$ cat config.mk
export PLATFORM = sky130hd
export DESIGN_NAME = traffic_actuated_scheduler_flat
export DESIGN_NICKNAME = d
export VERILOG_FILES = /design/src/rtl/traffic_actuated_scheduler_if.sv /design/src/rtl/traffic_actuated_scheduler.sv /design/src/flat_wrapper.sv
export SDC_FILE = /design/constraint.sdc
export NUM_CORES = 1
export LEC_CHECK = 0
export ABC_AREA = 1
export ABC_CLOCK_PERIOD_IN_PS = 1800
export CORE_MARGIN = 3
export CORE_UTILIZATION = 52
export DETAILED_ROUTE_END_ITERATION = 12
export PLACE_DENSITY = 0.89
export SLEW_MARGIN = 40
export SYNTH_ARGS = -nofsm -noshare
export SYNTH_HDL_FRONTEND = slang
export SYNTH_SLANG_ARGS = --single-unit
$ cat constraint.sdc
create_clock -name clk -period 1.8 [get_ports clk]
set_input_delay 0.36 -clock clk [delete_from_list [all_inputs] [get_ports clk]]
set_output_delay 0.36 -clock clk [all_outputs]
set_load 0.01 [all_outputs]
$ cat src/rtl/traffic_actuated_scheduler_if.sv
// Signal bundle between the actuated scheduler and its detectors, preemption
// receiver and signal heads. The scheduler takes the slave side.
interface traffic_actuated_scheduler_if;
  logic       tick;
  logic       det_n, det_s, det_e, det_w;
  logic       preempt_req, preempt_ew;
  logic [2:0] ns_light, ew_light, phase;
  logic       call_ns, call_ew, preempt_active;

  modport master (
    output tick, det_n, det_s, det_e, det_w, preempt_req, preempt_ew,
    input  ns_light, ew_light, phase, call_ns, call_ew, preempt_active
  );

  modport slave (
    input  tick, det_n, det_s, det_e, det_w, preempt_req, preempt_ew,
    output ns_light, ew_light, phase, call_ns, call_ew, preempt_active
  );
endinterface

$ cat src/rtl/traffic_actuated_scheduler.sv
// Demand-actuated two-phase (NS/EW) intersection scheduler with min/gap/max
// green timing, yellow and all-red clearance, and emergency preemption.
module traffic_actuated_scheduler #(
  parameter int CNT_W     = 6,
  parameter int MIN_GREEN = 5,
  parameter int MAX_GREEN = 20,
  parameter int GAP       = 3,
  parameter int YELLOW    = 3,
  parameter int ALL_RED   = 1
) (
  input  logic                         clk,
  input  logic                         reset,
  traffic_actuated_scheduler_if.slave  bus
);

  typedef enum logic [2:0] {
    STARTUP   = 3'd0,
    NS_GREEN  = 3'd1,
    NS_YELLOW = 3'd2,
    NS_CLEAR  = 3'd3,
    EW_GREEN  = 3'd4,
    EW_YELLOW = 3'd5,
    EW_CLEAR  = 3'd6
  } state_t;

  localparam logic [2:0] RED = 3'b100;
  localparam logic [2:0] YEL = 3'b010;
  localparam logic [2:0] GRN = 3'b001;

  localparam logic [CNT_W-1:0] CNT_SAT   = '1;
  localparam logic [CNT_W-1:0] MIN_T     = CNT_W'(MIN_GREEN);
  localparam logic [CNT_W-1:0] MAX_T     = CNT_W'(MAX_GREEN);
  localparam logic [CNT_W-1:0] GAP_T     = CNT_W'(GAP);
  localparam logic [CNT_W-1:0] YELLOW_T  = CNT_W'(YELLOW);
  localparam logic [CNT_W-1:0] ALL_RED_T = CNT_W'(ALL_RED);

  state_t           state, state_next;
  logic [CNT_W-1:0] timer, gap;
  logic             call_ns, call_ew;
  logic             req_q, ew_q;
  logic             pre_ns, pre_ew;
  logic             det_ns, det_ew;
  logic             enter_ns, enter_ew, served_det;
  logic [2:0]       ns_light, ew_light;

  assign det_ns = bus.det_n | bus.det_s;
  assign det_ew = bus.det_e | bus.det_w;
  assign pre_ew = req_q & ew_q;
  assign pre_ns = req_q & ~ew_q;

  assign enter_ns   = (state_next == NS_GREEN) && (state != NS_GREEN);
  assign enter_ew   = (state_next == EW_GREEN) && (state != EW_GREEN);
  assign served_det = ((state == NS_GREEN) && det_ns) || ((state == EW_GREEN) && det_ew);

  // NOTE: every signal driven here gets its default before the case, so no path
  // can leave it unassigned and infer a latch.
  always_comb begin
    state_next = state;
    case (state)
      STARTUP:
        if (timer >= ALL_RED_T) state_next = pre_ew ? EW_GREEN : NS_GREEN;
      NS_GREEN:
        if (pre_ew || (!pre_ns && (timer >= MIN_T) && call_ew &&
                       ((gap >= GAP_T) || (timer >= MAX_T))))
          state_next = NS_YELLOW;
      NS_YELLOW:
        if (timer >= YELLOW_T) state_next = NS_CLEAR;
      NS_CLEAR:
        if (timer >= ALL_RED_T) state_next = EW_GREEN;
      EW_GREEN:
        if (pre_ns || (!pre_ew && (timer >= MIN_T) && call_ns &&
                       ((gap >= GAP_T) || (timer >= MAX_T))))
          state_next = EW_YELLOW;
      EW_YELLOW:
        if (timer >= YELLOW_T) state_next = EW_CLEAR;
      EW_CLEAR:
        if (timer >= ALL_RED_T) state_next = NS_GREEN;
      default:
        state_next = STARTUP;
    endcase
  end

  // NOTE: registers use non-blocking assignments so every flop samples the
  // values from before the edge, independent of statement order.
  always_ff @(posedge clk or posedge reset) begin
    if (reset) state <= STARTUP;
    else       state <= state_next;
  end

  always_ff @(posedge clk or posedge reset) begin
    if (reset) begin
      timer   <= '0;
      gap     <= '0;
      call_ns <= 1'b0;
      call_ew <= 1'b0;
      req_q   <= 1'b0;
      ew_q    <= 1'b0;
    end else begin
      req_q <= bus.preempt_req;
      if (bus.preempt_req) ew_q <= bus.preempt_ew;

      if (state_next != state)                 timer <= '0;
      else if (bus.tick && (timer != CNT_SAT)) timer <= timer + 1'b1;

      if (enter_ns || enter_ew || served_det) gap <= '0;
      else if (bus.tick && (gap != CNT_SAT))  gap <= gap + 1'b1;

      // Clearing on green entry takes priority over a detection in the same cycle.
      if (enter_ns)                            call_ns <= 1'b0;
      else if (det_ns && (state != NS_GREEN))  call_ns <= 1'b1;
      if (enter_ew)                            call_ew <= 1'b0;
      else if (det_ew && (state != EW_GREEN))  call_ew <= 1'b1;
    end
  end

  always_comb begin
    ns_light = RED;
    ew_light = RED;
    case (state)
      NS_GREEN:  ns_light = GRN;
      NS_YELLOW: ns_light = YEL;
      EW_GREEN:  ew_light = GRN;
      EW_YELLOW: ew_light = YEL;
      default: ;
    endcase
  end

  assign bus.ns_light       = ns_light;
  assign bus.ew_light       = ew_light;
  assign bus.phase          = state;
  assign bus.call_ns        = call_ns;
  assign bus.call_ew        = call_ew;
  assign bus.preempt_active = req_q;

endmodule

$ cat src/flat_wrapper.sv
// flat-port wrapper written by rule: the top's interface ports become plain ports
module traffic_actuated_scheduler_flat 
#(
  parameter int CNT_W     = 6,
  parameter int MIN_GREEN = 5,
  parameter int MAX_GREEN = 20,
  parameter int GAP       = 3,
  parameter int YELLOW    = 3,
  parameter int ALL_RED   = 1
)
  (clk, reset, bus_tick, bus_det_n, bus_det_s, bus_det_e, bus_det_w, bus_preempt_req, bus_preempt_ew, bus_ns_light, bus_ew_light, bus_phase, bus_call_ns, bus_call_ew, bus_preempt_active);
  traffic_actuated_scheduler_if bus_i ();
  input  logic clk;
  input  logic reset;
  input wire logic [$bits(bus_i.tick)-1:0] bus_tick;
  input wire logic [$bits(bus_i.det_n)-1:0] bus_det_n;
  input wire logic [$bits(bus_i.det_s)-1:0] bus_det_s;
  input wire logic [$bits(bus_i.det_e)-1:0] bus_det_e;
  input wire logic [$bits(bus_i.det_w)-1:0] bus_det_w;
  input wire logic [$bits(bus_i.preempt_req)-1:0] bus_preempt_req;
  input wire logic [$bits(bus_i.preempt_ew)-1:0] bus_preempt_ew;
  output wire logic [$bits(bus_i.ns_light)-1:0] bus_ns_light;
  output wire logic [$bits(bus_i.ew_light)-1:0] bus_ew_light;
  output wire logic [$bits(bus_i.phase)-1:0] bus_phase;
  output wire logic [$bits(bus_i.call_ns)-1:0] bus_call_ns;
  output wire logic [$bits(bus_i.call_ew)-1:0] bus_call_ew;
  output wire logic [$bits(bus_i.preempt_active)-1:0] bus_preempt_active;
  assign bus_i.tick = bus_tick;
  assign bus_i.det_n = bus_det_n;
  assign bus_i.det_s = bus_det_s;
  assign bus_i.det_e = bus_det_e;
  assign bus_i.det_w = bus_det_w;
  assign bus_i.preempt_req = bus_preempt_req;
  assign bus_i.preempt_ew = bus_preempt_ew;
  assign bus_ns_light = bus_i.ns_light;
  assign bus_ew_light = bus_i.ew_light;
  assign bus_phase = bus_i.phase;
  assign bus_call_ns = bus_i.call_ns;
  assign bus_call_ew = bus_i.call_ew;
  assign bus_preempt_active = bus_i.preempt_active;
  traffic_actuated_scheduler #(.CNT_W(CNT_W), .MIN_GREEN(MIN_GREEN), .MAX_GREEN(MAX_GREEN), .GAP(GAP), .YELLOW(YELLOW), .ALL_RED(ALL_RED)) u_core (.clk(clk), .reset(reset), .bus(bus_i));
endmodule
==> results.ini <==
[status]
status = finished clean

[global_routing]
overflow = 0
antenna_found_initial = 0
grt_max_degree = 20
grt.total_usage_pct = 21.04
grt_pass1_vias = 1139
grt_pass1_wl_um = 4616

[final_layout]
areaGrowthSynthToFinish_pct = 31.93
drive_gt1_share_pct = 32.14
diodes = 0
fillers = 182
final_net_count = 210

[power_and_ir_drop]
p_leak_nw = 0.7754
vdd_drop_max_mv = 0.9632
clkPwrFrac_pct = 9.4
power.internal_w = 0.001239
p_sw_share_pct = 46.54
switching_power_w = 0.001079
power_density_nw_per_um2 = 1406
total_power_w = 0.002318
p_comb_share_pct = 62.9
seqPwrFrac_pct = 27.7

[cts]
root_buffer = clkbuf_4
cts_tree = yes
ctsHtreeMaxLevel = 1
path_clk_slew_ns = 0.11
cts_max_path_buffers = 2
cts_hold_buf = 0
clock-sinks = 19
clock_latency_ns = 0.29
cts_inserted_buffers = 3

[timing]
fmax_mhz = 566.9
skew_ns = 0.003864
hold_viol_final = 0
rsz0062_at_grt = true
slew_violations = 0
worstMarginPinSlew_ns = 0.3611
setup_viol = 0
min_period_ns = 1.764
finalCritPeriodShare_pct = 98.00
fin_setup_tns_ns = 0
relSlewSlack_pct = 75.93

[routing]
first_pass_iters = 4
drt_wl_total_um = 3032
vias = 1171
drt.antenna.violating_nets = 0
drt-wirelength-per-cell_um = 13.54
drc_errors = 0
via_per_inst = 5.228
drtIter0Drc = 28

[critical_path]
cp-start-kind = flop
cp-end-kind = primary output
crit_fanout = 3
required_ns = 1.44
crit_type = flop to primary output
worstPathArrival_ns = 1.40

[floorplan]
io_pins = 21
dieArea_sq_um = 3028
start_util_pct = 55.44
fp.dieW_um = 55.03
core_region_area_sq_um = 2255
rows = 17
dieHeight_um = 55.03

[placed_design]
hpwl_um = 2248
gp_congestion = 0.8171
portBuffers = 20

[synth]
avgSynthCellArea_sq_um = 7.812
synthesis.nets = 173
yosysSeqAreaShare_pct = 38.04
ys_types = 26
synth_area_sq_um = 1250
syn_inst = 160
ys_warn_count = 0
ys_seq_elements = 19

[worst_hold_path]
hold_path.class = input pin to asynchronous set/reset pin

[job]
drv_cap = 0

[cells in the mapped netlist]
master / count / area, sq um
nor2_4: 2 / 22.52
xor2_1: 9 / 78.83
nor2_2: 8 / 50.05
dfrtp_1: 19 / 475.5
inv_2: 6 / 22.52
nor3_1: 4 / 20.02
nand4_1: 4 / 25.02
o21ai_1: 1 / 5.000
buf_4: 1 / 7.510
o21ai_0: 4 / 20.02
nor3_2: 2 / 20.02
nand2_2: 3 / 18.77
a21oi_1: 7 / 35.03
nand2_4: 2 / 22.52
nand2_1: 24 / 90.09
o2111ai_2: 1 / 15.01
nand3_1: 13 / 65.06
nor3b_1: 1 / 7.510
o21ai_2: 1 / 8.760
nor2_1: 17 / 63.81
ha_1: 4 / 50.05
mux2_2: 1 / 11.26
nand3_2: 2 / 20.02
a31oi_1: 1 / 6.260
o22ai_1: 1 / 6.260
inv_1: 22 / 82.58
[per-layer routing]
metal / global-route usage (%) / vias up / wire length [um]
met5: 0 / - / 0
met4: 5.668 / 0 / 42
met3: 3.753 / 6 / 104
met2: 39.57 / 25 / 1655
met1: 24.12 / 560 / 1229
li1: - / 580 / -
[through the flow]
| stage | setup slack [ns] | cells | hold WS [ns] | utilization, % | cell area (sq um) |
|---|---|---|---|---|---|
| 2_1_floorplan | 0.2163 | 160 | 0.3111 | - | 1250 |
| 3_3_place_gp | 0.07357 | 213 | 0.5244 | 67.54 | 1523 |
| 3_5_place_dp | 0.009703 | 213 | 0.5325 | 67.54 | 1523 |
| 4_1_cts | -0.02935 | 220 | 0.3769 | 70.37 | 1587 |
| 5_1_grt | -0.06284 | 224 | 0.4199 | 73.14 | 1649 |
| 6_report | 0.03592 | 224 | 0.3728 | 73.14 | 1649 |
[power by group through the flow]
stage	combinational, W	sequential (W)	clock (W)
2_1_floorplan	0.000810	0.000629	0
3_3_place_gp	0.00126	0.000620	0
3_5_place_dp	0.00131	0.000629	0
5_1_grt	0.00160	0.000647	0.000233
6_report	0.00146	0.000642	0.000217
4_1_cts	0.00134	0.000640	0.000222
[registers in the layout, indices dropped and copies added, names as in the netlist]
| register | count |
|---|---|
| u_core.ew_q | 1 |
| u_core.bus.call_ns | 1 |
| u_core.bus.preempt_active | 1 |
| u_core.gap | 6 |
| u_core.bus.phase | 3 |
| u_core.bus.call_ew | 1 |
| u_core.timer | 6 |
[layout make-up]
class                           count  area [sq um]  area share, %
Multi-Input combinational cell    112         719.4          43.63
Sequential cell                    19         479.2          29.06
Timing Repair Buffer               33         279.0          16.92
Inverter                           28         110.1          6.677
Tap cell                           28         35.03          2.124
Clock buffer                        4         26.28          1.593
[worst max-delay path, cell delays in order (launching register included)]
cell and delay (ns):
dfrtp_2 0.45, buf_4 0.14, clkdlybuf4s50_1 0.52
[cells in the final DEF (no fill, tap or decap), types with 2 or more instances in the layout]
| master | synthesis | routed |
|---|---|---|
| nand2_1 | 24 | 22 |
| xor2_1 | 9 | 9 |
| nor3_1 | 4 | 3 |
| inv_1 | 22 | 20 |
| nand2_4 | 2 | 2 |
| nor2_2 | 8 | 10 |
| nand3_2 | 2 | 3 |
| clkbuf_2 | 0 | 2 |
| inv_4 | 0 | 2 |
| dfrtp_1 | 19 | 16 |
| clkdlybuf4s50_1 | 0 | 13 |
| clkbuf_4 | 0 | 3 |
| nand2_2 | 3 | 5 |
| nor3_4 | 0 | 2 |
| inv_2 | 6 | 6 |
| dfrtp_2 | 0 | 3 |
| a21oi_2 | 0 | 3 |
| o21ai_0 | 4 | 4 |
| nor2_1 | 17 | 14 |
| nand3_1 | 13 | 12 |
| buf_4 | 1 | 13 |
| dlygate4sd2_1 | 0 | 3 |
| nor2_4 | 2 | 3 |
| a21oi_1 | 7 | 4 |
| ha_1 | 4 | 4 |
| nand4_1 | 4 | 4 |
[timing repair]
action,CTS,global route
buffers inserted,3,4
gates resized for setup,16,20
setup endpoints to repair,6,15
pin swaps,1,3
[cells by family after synthesis]
logic type / count (synthesis) / share of synthesized area [%]
compound gates: 16 / 7.708
xor+xnor: 9 / 6.307
mux: 1 / 0.9008
simple gates: 82 / 34.03
fa+ha+maj: 4 / 4.004
buf+inv: 29 / 9.009
flops: 19 / 38.04
[path summary, 6_finish.rpt]
path	start	slack [ns]	depth (start not counted)	end
min in group clk	bus_preempt_req	0.55	1	u_core.bus.preempt_active$_DFF_PP0_
hold reg to reg	u_core.bus.call_ns$_DFFE_PP0P_	0.55	2	u_core.bus.call_ns$_DFFE_PP0P_
setup reg to reg	u_core.bus.phase[2]$_DFF_PP0_	0.06	13	u_core.timer[2]$_DFFE_PP0P_
setup / recovery	u_core.bus.phase[0]$_DFF_PP0_	0.04	2	bus_phase[0]
max in group asynchronous	reset	1.20	3	u_core.bus.phase[1]$_DFF_PP0_
hold / removal	reset	0.37	3	u_core.gap[4]$_DFFE_PP0P_
Note: power is estimated with default switching activity, not from simulation.
